[src/rtl/ifu_pkg.sv]
// Shared types and constants for the instruction-fetch queue.
package ifu_pkg;

  localparam int FETCH_STRIDE = 4;
  localparam int IFU_ADDR_W   = 32;
  localparam int IFU_DATA_W   = 32;

  typedef enum logic [1:0] {
    OK       = 2'd0,
    BUS      = 2'd1,
    MISALIGN = 2'd2
  } fetch_err_e;

  typedef struct packed {
    logic [IFU_DATA_W-1:0] data;
    logic [IFU_ADDR_W-1:0] addr;
    fetch_err_e            err;
  } fetch_entry_t;

endpackage

[src/rtl/ifu_fetch_fifo.sv]
// Generic synchronous FIFO with flush; head is read straight from storage.
module ifu_fetch_fifo
  import ifu_pkg::*;
#(
  parameter type T     = fetch_entry_t,
  parameter int  DEPTH = 4
) (
  input  logic                       clk,
  input  logic                       rst_n,
  input  logic                       flush,
  input  logic                       push,
  input  T                           push_data,
  input  logic                       pop,
  output T                           head,
  output logic                       empty,
  output logic [$clog2(DEPTH+1)-1:0] count
);

  localparam int PW = $clog2(DEPTH);
  localparam int CW = $clog2(DEPTH+1);

  T               mem [DEPTH];
  logic [PW-1:0]  wr_ptr;
  logic [PW-1:0]  rd_ptr;

  always_ff @(posedge clk) begin
    if (push) mem[wr_ptr] <= push_data;
  end

  // Pointers wrap naturally because DEPTH is a power of two.
  always_ff @(posedge clk or negedge rst_n) begin
    if (!rst_n) begin
      wr_ptr <= '0;
      rd_ptr <= '0;
      count  <= '0;
    end else if (flush) begin
      wr_ptr <= '0;
      rd_ptr <= '0;
      count  <= '0;
    end else begin
      wr_ptr <= wr_ptr + PW'(push);
      rd_ptr <= rd_ptr + PW'(pop);
      count  <= count + CW'(push) - CW'(pop);
    end
  end

  assign head  = mem[rd_ptr];
  assign empty = (count == '0);

endmodule

[src/rtl/ifu_fetch_queue.sv]
// Multi-outstanding AXI instruction fetch with in-order queue and redirect drop.
// Optional IFQ_BYPASS_EN: R beat goes straight to inst_* when the queue is empty.
module ifu_fetch_queue
  import ifu_pkg::*;
#(
  parameter int              DEPTH    = 4,
  parameter int              ADDR_W   = 32,
  parameter int              DATA_W   = 32,
  parameter int              ID_W     = 2,
  parameter logic [ADDR_W-1:0] RESET_PC = '0
) (
  input  logic              clk,
  input  logic              rst_n,
  input  logic              redirect_i,
  input  logic [ADDR_W-1:0] redirect_addr_i,
  output logic              inst_valid_o,
  input  logic              inst_ready_i,
  output logic [DATA_W-1:0] inst_o,
  output logic [ADDR_W-1:0] inst_addr_o,
  output logic [1:0]        inst_err_o,
  output logic [ID_W-1:0]   M_AXI_ARID,
  output logic [ADDR_W-1:0] M_AXI_ARADDR,
  output logic [7:0]        M_AXI_ARLEN,
  output logic [2:0]        M_AXI_ARSIZE,
  output logic [1:0]        M_AXI_ARBURST,
  output logic              M_AXI_ARVALID,
  input  logic              M_AXI_ARREADY,
  input  logic [ID_W-1:0]   M_AXI_RID,
  input  logic [DATA_W-1:0] M_AXI_RDATA,
  input  logic [1:0]        M_AXI_RRESP,
  input  logic              M_AXI_RLAST,
  input  logic              M_AXI_RVALID,
  output logic              M_AXI_RREADY
);

  localparam int CW = $clog2(DEPTH+1);

  typedef struct packed {
    logic [DATA_W-1:0] data;
    logic [ADDR_W-1:0] addr;
    fetch_err_e        err;
  } entry_t;

  logic [ADDR_W-1:0] pc_q, pc_next, pc_base, ar_addr_q, ar_addr_next, rsp_addr;
  logic              ar_valid_q, ar_valid_next, stale_q, stale_next;
  logic              halt_q, halt_next, mis_done_q, mis_done_next;
  logic [CW-1:0]     inflight_q, inflight_next, drop_q, drop_next, occ, occ_next;
  logic              hs, rsp, hold, bypass, q_push, q_pop, q_empty, rsp_push, mis_push;
  entry_t            rsp_entry, q_in, q_head, out_entry;
  logic              unused_addr_empty;
  logic [CW-1:0]     unused_addr_count;
  logic              unused_r_sideband;

  assign hs   = ar_valid_q && M_AXI_ARREADY;
  assign rsp  = M_AXI_RVALID;
  assign hold = ar_valid_q && !M_AXI_ARREADY;

`ifdef IFQ_BYPASS_EN
  assign bypass = q_empty && (drop_q == '0) && inst_ready_i && rsp && !redirect_i;
`else
  assign bypass = 1'b0;
`endif

  assign rsp_push = rsp && (drop_q == '0) && !redirect_i && !bypass;
  // Halted fetch reports its misaligned target once every stale read has drained.
  assign mis_push = halt_q && !mis_done_q && (drop_q == '0) && !redirect_i;
  assign q_push   = rsp_push || mis_push;
  assign q_pop    = !q_empty && inst_ready_i && !redirect_i;

  always_comb begin
    rsp_entry.data = M_AXI_RDATA;
    rsp_entry.addr = rsp_addr;
    rsp_entry.err  = (M_AXI_RRESP == 2'b00) ? OK : BUS;
    q_in           = rsp_entry;
    if (mis_push) begin
      q_in.data = '0;
      q_in.addr = pc_q;
      q_in.err  = MISALIGN;
    end
  end

  always_comb begin
    pc_base       = redirect_i ? redirect_addr_i : pc_q;
    halt_next     = redirect_i ? (redirect_addr_i[1:0] != 2'b00) : halt_q;
    mis_done_next = redirect_i ? 1'b0 : (mis_done_q || mis_push);
    inflight_next = inflight_q + CW'(hs) - CW'(rsp);
    // On redirect everything still outstanding afterwards is stale.
    if (redirect_i)
      drop_next = inflight_next;
    else
      drop_next = drop_q - CW'(rsp && (drop_q != '0)) + CW'(hs && stale_q);
    occ_next      = redirect_i ? '0 : (occ + CW'(q_push) - CW'(q_pop));
    ar_valid_next = hold ||
                    (!halt_next && (({1'b0, inflight_next} + {1'b0, occ_next}) < (CW+1)'(DEPTH)));
    ar_addr_next  = ar_addr_q;
    pc_next       = pc_base;
    stale_next    = hold ? (stale_q || redirect_i) : 1'b0;
    if (!hold && ar_valid_next) begin
      ar_addr_next = pc_base;
      pc_next      = pc_base + ADDR_W'(FETCH_STRIDE);
    end
  end

  always_ff @(posedge clk or negedge rst_n) begin
    if (!rst_n) begin
      pc_q       <= RESET_PC;
      ar_addr_q  <= RESET_PC;
      ar_valid_q <= 1'b0;
      stale_q    <= 1'b0;
      halt_q     <= 1'b0;
      mis_done_q <= 1'b0;
      inflight_q <= '0;
      drop_q     <= '0;
    end else begin
      pc_q       <= pc_next;
      ar_addr_q  <= ar_addr_next;
      ar_valid_q <= ar_valid_next;
      stale_q    <= stale_next;
      halt_q     <= halt_next;
      mis_done_q <= mis_done_next;
      inflight_q <= inflight_next;
      drop_q     <= drop_next;
    end
  end

  ifu_fetch_fifo #(.T(entry_t), .DEPTH(DEPTH)) u_queue (
    .clk(clk), .rst_n(rst_n), .flush(redirect_i),
    .push(q_push), .push_data(q_in), .pop(q_pop),
    .head(q_head), .empty(q_empty), .count(occ)
  );

  ifu_fetch_fifo #(.T(logic [ADDR_W-1:0]), .DEPTH(DEPTH)) u_addr_fifo (
    .clk(clk), .rst_n(rst_n), .flush(1'b0),
    .push(hs), .push_data(ar_addr_q), .pop(rsp),
    .head(rsp_addr), .empty(unused_addr_empty), .count(unused_addr_count)
  );

  assign out_entry    = bypass ? rsp_entry : q_head;
  assign inst_valid_o = !q_empty || bypass;
  assign inst_o       = inst_valid_o ? out_entry.data : '0;
  assign inst_addr_o  = inst_valid_o ? out_entry.addr : '0;
  assign inst_err_o   = inst_valid_o ? out_entry.err  : 2'd0;

  assign M_AXI_ARID    = '0;
  assign M_AXI_ARADDR  = ar_addr_q;
  assign M_AXI_ARLEN   = 8'd0;
  assign M_AXI_ARSIZE  = 3'd2;
  assign M_AXI_ARBURST = 2'b01;
  assign M_AXI_ARVALID = ar_valid_q;
  assign M_AXI_RREADY  = 1'b1;

  assign unused_r_sideband = &{1'b0, M_AXI_RID, M_AXI_RLAST};

endmodule

[config.mk]
export PLATFORM = sky130hd
export DESIGN_NAME = ifu_fetch_queue
export DESIGN_NICKNAME = d
export VERILOG_FILES = /design/src/rtl/ifu_pkg.sv /design/src/rtl/ifu_fetch_fifo.sv /design/src/rtl/ifu_fetch_queue.sv
export SDC_FILE = /design/constraint.sdc
export NUM_CORES = 1
export LEC_CHECK = 0
export ABC_AREA = 0
export BUFFER_PORTS_ARGS = -buffer_cell sky130_fd_sc_hd__buf_2
export CAP_MARGIN = 10
export CORE_ASPECT_RATIO = 0.6
export CORE_MARGIN = 10
export CORE_UTILIZATION = 40
export DETAILED_ROUTE_END_ITERATION = 8
export PLACE_DENSITY = 0.56
export SLEW_MARGIN = 25
export SYNTH_ARGS = -nofsm -noshare
export SYNTH_HDL_FRONTEND = slang
export SYNTH_SLANG_ARGS = --single-unit
[constraint.sdc]
create_clock -name clk -period 12.6 [get_ports clk]
set_clock_uncertainty 0.15 [all_clocks]
set_input_delay 0.63 -clock clk [delete_from_list [all_inputs] [get_ports clk]]
set_output_delay 0.63 -clock clk [all_outputs]
set_load 0.005 [all_outputs]
==> impl_metrics.yaml <==
critical_path:
  crit_path_top_delay_cell: "or4b_1"
  critPathMaxStageDelay_ns: 0.54
  crit_end: "pc_q[29]$_DFF_PN0_"
  cp_max_fo: 71
  cp_data_required_time_ns: 12.88
  cp-end-kind: "flip-flop"
  r2r-end: "pc_q[29]$_DFF_PN0_"
  crit_start: "u_queue.count[0]$_DFF_PN0_"
  crit_arrival_ns: 5.79
  path_cells: "or3_2, buf_4, and3b_1, ha_1, inv_1, ha_1, inv_1, fa_1, xnor2_1, nor2_1, ha_1, nor3_2, o2111ai_4, buf_4, a2111oi_4, buf_4, nand2_2, or4b_1, xor2_1"
  crit_family: "simple AND/OR/NAND/NOR gates"
  cp.buffers_inverters: 5
  timing.rr.start: "u_queue.count[0]$_DFF_PN0_"
  worstSetupPathType: "flip-flop to flip-flop"
  critPathLaunchType: "flip-flop"
  path_depth: 19
  r2r_slack_ns: 7.10
  rr_worst_depth: 19
place:
  dp.cells: 1932
  numPortBuffers: 171
  dp_hpwl_um: 28300
  gp_congestion: 0.742
  pre_cts_slack_ns: 6.91
layout:
  layout.nets: 1431
  stdcell_count: 2017
  area_delta_synth_final_pct: 16.3
  num_antenna_cells: 0
  drive_above_1_share_pct: 28.2
  fin_util_pct: 47.4
clock_tree:
  cts_htree_levels: 2
  path_clk_slew_ns: 0.07
  clock_latency_ns: 0.56
  cts.sinks: 477
  cts_resized: 0
  clockBufferDepth: 3
  cts_tree: "done"
  cts_made_buffers: 45
  cts_setup_buffers: 0
  root_buffer: "clkbuf_16"
  cts_hold_buffers: 1
grt:
  gr-usage-all-layers_pct: 15.3
  grt_antenna_before_repair: 1
  grt_max_degree: 72
  grt_pass1_wl_um: 69200
  grt_pass1_vias: 11000
  grt_overflow: 0
detailed_routing:
  drt_wl_total_um: 45200
  vias: 10300
  via_per_inst: 5.10
  ant_nets: 0
  initialDrtViolationCount: 682
  drc: 0
  wire_per_inst_um: 22.4
  dr.pass1.iters: 5
sta:
  setup_viol: 0
  hold_slack_ns: 0.235
  fin_crit_ns: 5.50
  relSlewSlack_pct: 29.1
  setup_ws_ns: 7.10
  fin_crit_sh_pct: 43.7
  fmax_mhz: 182
  tightest_slew_ns: 1.05
  grt_setup_unrepaired: "no"
  drv_slew: 0
  hold_viol: 0
  tns_ns: 0
synth:
  synth_area_um2: 19600
  netlist.top_cell.by_area: "edfxtp_1"
  yosysSeqAreaShare_pct: 70.9
  ys_types: 50
  synth_common_cells: "edfxtp_1, nand2_1, and2_1"
  yosysMostFrequentCell: "edfxtp_1"
  synth-edff-count: 392
  synth_cells: 1159
  yosysTopAreaCellShare_pct: 60.1
  synth_flop_cell: "edfxtp_1"
  async_flop_share_pct: 17.8
  syn_area_per_cell_um2: 16.9
  synthTopCellsByArea: "edfxtp_1, mux4_2, dfrtp_1"
  ys_seq_elements: 477
  yosysWarnings: 0
power:
  leakagePower_nw: 8.24
  ir_worst_vdd_v: 0.000112
  p_per_area_nw_per_um2: 209
outcome:
  status: "finished, final reports clean"
die:
  die_height_um: 191
  die_w_um: 306
  start_util_pct: 40.7
  dieArea_um2: 58500
  core_area_um2: 48100
  rows: 62
  io-pin-count: 191
min_path:
  worstHoldPathType: "input port to flip-flop"
job:
  max_cap_viol_count: 0
-- per-stage QoR --
| step | total power, W | instance area (um^2) |
|---|---|---|
| 2_1_floorplan | 0.00290 | 19700 |
| 3_3_place_gp | 0.00336 | 21200 |
| 3_5_place_dp | 0.00339 | 21200 |
| 4_1_cts | 0.00486 | 22800 |
| 5_1_grt | 0.00505 | 22800 |
| 6_report | 0.00477 | 22800 |
-- worst min path at each step --
stage	from	endpoint	slack, ns	cells after the start
global route	M_AXI_RVALID	u_addr_fifo.rd_ptr[0]$_DFF_PN0_	0.24	2
detailed placement	stale_q$_DFF_PN0_	stale_q$_DFF_PN0_	0.33	2
global placement	stale_q$_DFF_PN0_	stale_q$_DFF_PN0_	0.33	2
floorplan	rst_n	M_AXI_ARADDR[0]$_DFFE_PN0P_	0.18	0
CTS	M_AXI_RVALID	u_addr_fifo.rd_ptr[0]$_DFF_PN0_	0.21	2
finish	M_AXI_RVALID	u_addr_fifo.rd_ptr[0]$_DFF_PN0_	0.24	2
-- state kept, by name, summed over array words and instances (netlist names) --
signal,flops
M_AXI_ARADDR,32
M_AXI_ARVALID,1
drop_q,3
halt_q,1
inflight_q,3
mis_done_q,1
pc_q,32
stale_q,1
u_addr_fifo.mem,128
u_addr_fifo.rd_ptr,2
u_addr_fifo.wr_ptr,2
u_queue.count,3
u_queue.mem,264
u_queue.rd_ptr,2
u_queue.wr_ptr,2
-- cell families (layout without fill, tap and decap cells) --
| kind of cell | Yosys count | after routing | synth area share (%) |
|---|---|---|---|
| DFF | 477 | 477 | 70.9 |
| muxes | 132 | 132 | 13.0 |
| other | 2 | 16 | 0.0383 |
| AOI/OAI and AO/OA | 62 | 62 | 2.03 |
| xor gates and xnor gates | 45 | 45 | 2.01 |
| and+or+nand+nor | 338 | 338 | 8.79 |
| buffers and inverters | 87 | 291 | 2.04 |
| adders and majority gates | 16 | 16 | 1.14 |
-- worst reg2reg max path, delay by kind of cell, from the launching register on --
| kind | cells | cell delay [ns] |
|---|---|---|
| compound gates | 2 | 0.52 |
| simple gates | 6 | 1.88 |
| buf+inv | 5 | 1.11 |
| xor+xnor | 2 | 0.29 |
| flops | 1 | 0.37 |
| fa+ha+maj | 4 | 1.05 |
-- layout by cell type (no fill, tap or decap), types with 13 or more instances in the layout --
master	Yosys	final
and2_1	100	100
nand2_1	153	153
xnor2_1	18	18
conb_1	2	16
edfxtp_1	392	392
xor2_1	27	27
mux4_2	98	98
buf_4	18	20
inv_1	14	14
ha_1	13	13
nor2_1	19	17
buf_2	5	169
mux2i_1	29	29
clkbuf_16	0	47
o21ai_0	36	36
dfrtp_1	85	81
-- layer usage --
metal  global-route usage (%)  up-vias  part of all wire, %
met4                     2.74        0                  1.5
met3                     2.84       47                  4.3
met5                        0        -                    0
met2                     24.5      195                   48
met1                     21.8     5340                   47
li1                         -     4709                    -
-- cell type report --
class / count / area [um^2]
Sequential cell: 477 / 13900
Clock buffer: 57 / 1240
Fill cell: 4219 / 25300
Multi-Input combinational cell: 609 / 5410
Tap cell: 640 / 801
Clock inverter: 27 / 342
Timing Repair Buffer: 192 / 1040
Inverter: 15 / 56.3
-- where the power goes --
group / internal (W) / switching (W)
combinational: 0.000478 / 0.000630
clock: 0.000865 / 0.000586
sequential: 0.00204 / 0.000170
total: 0.00338 / 0.00139
Note: power is estimated with default switching activity, not from simulation.
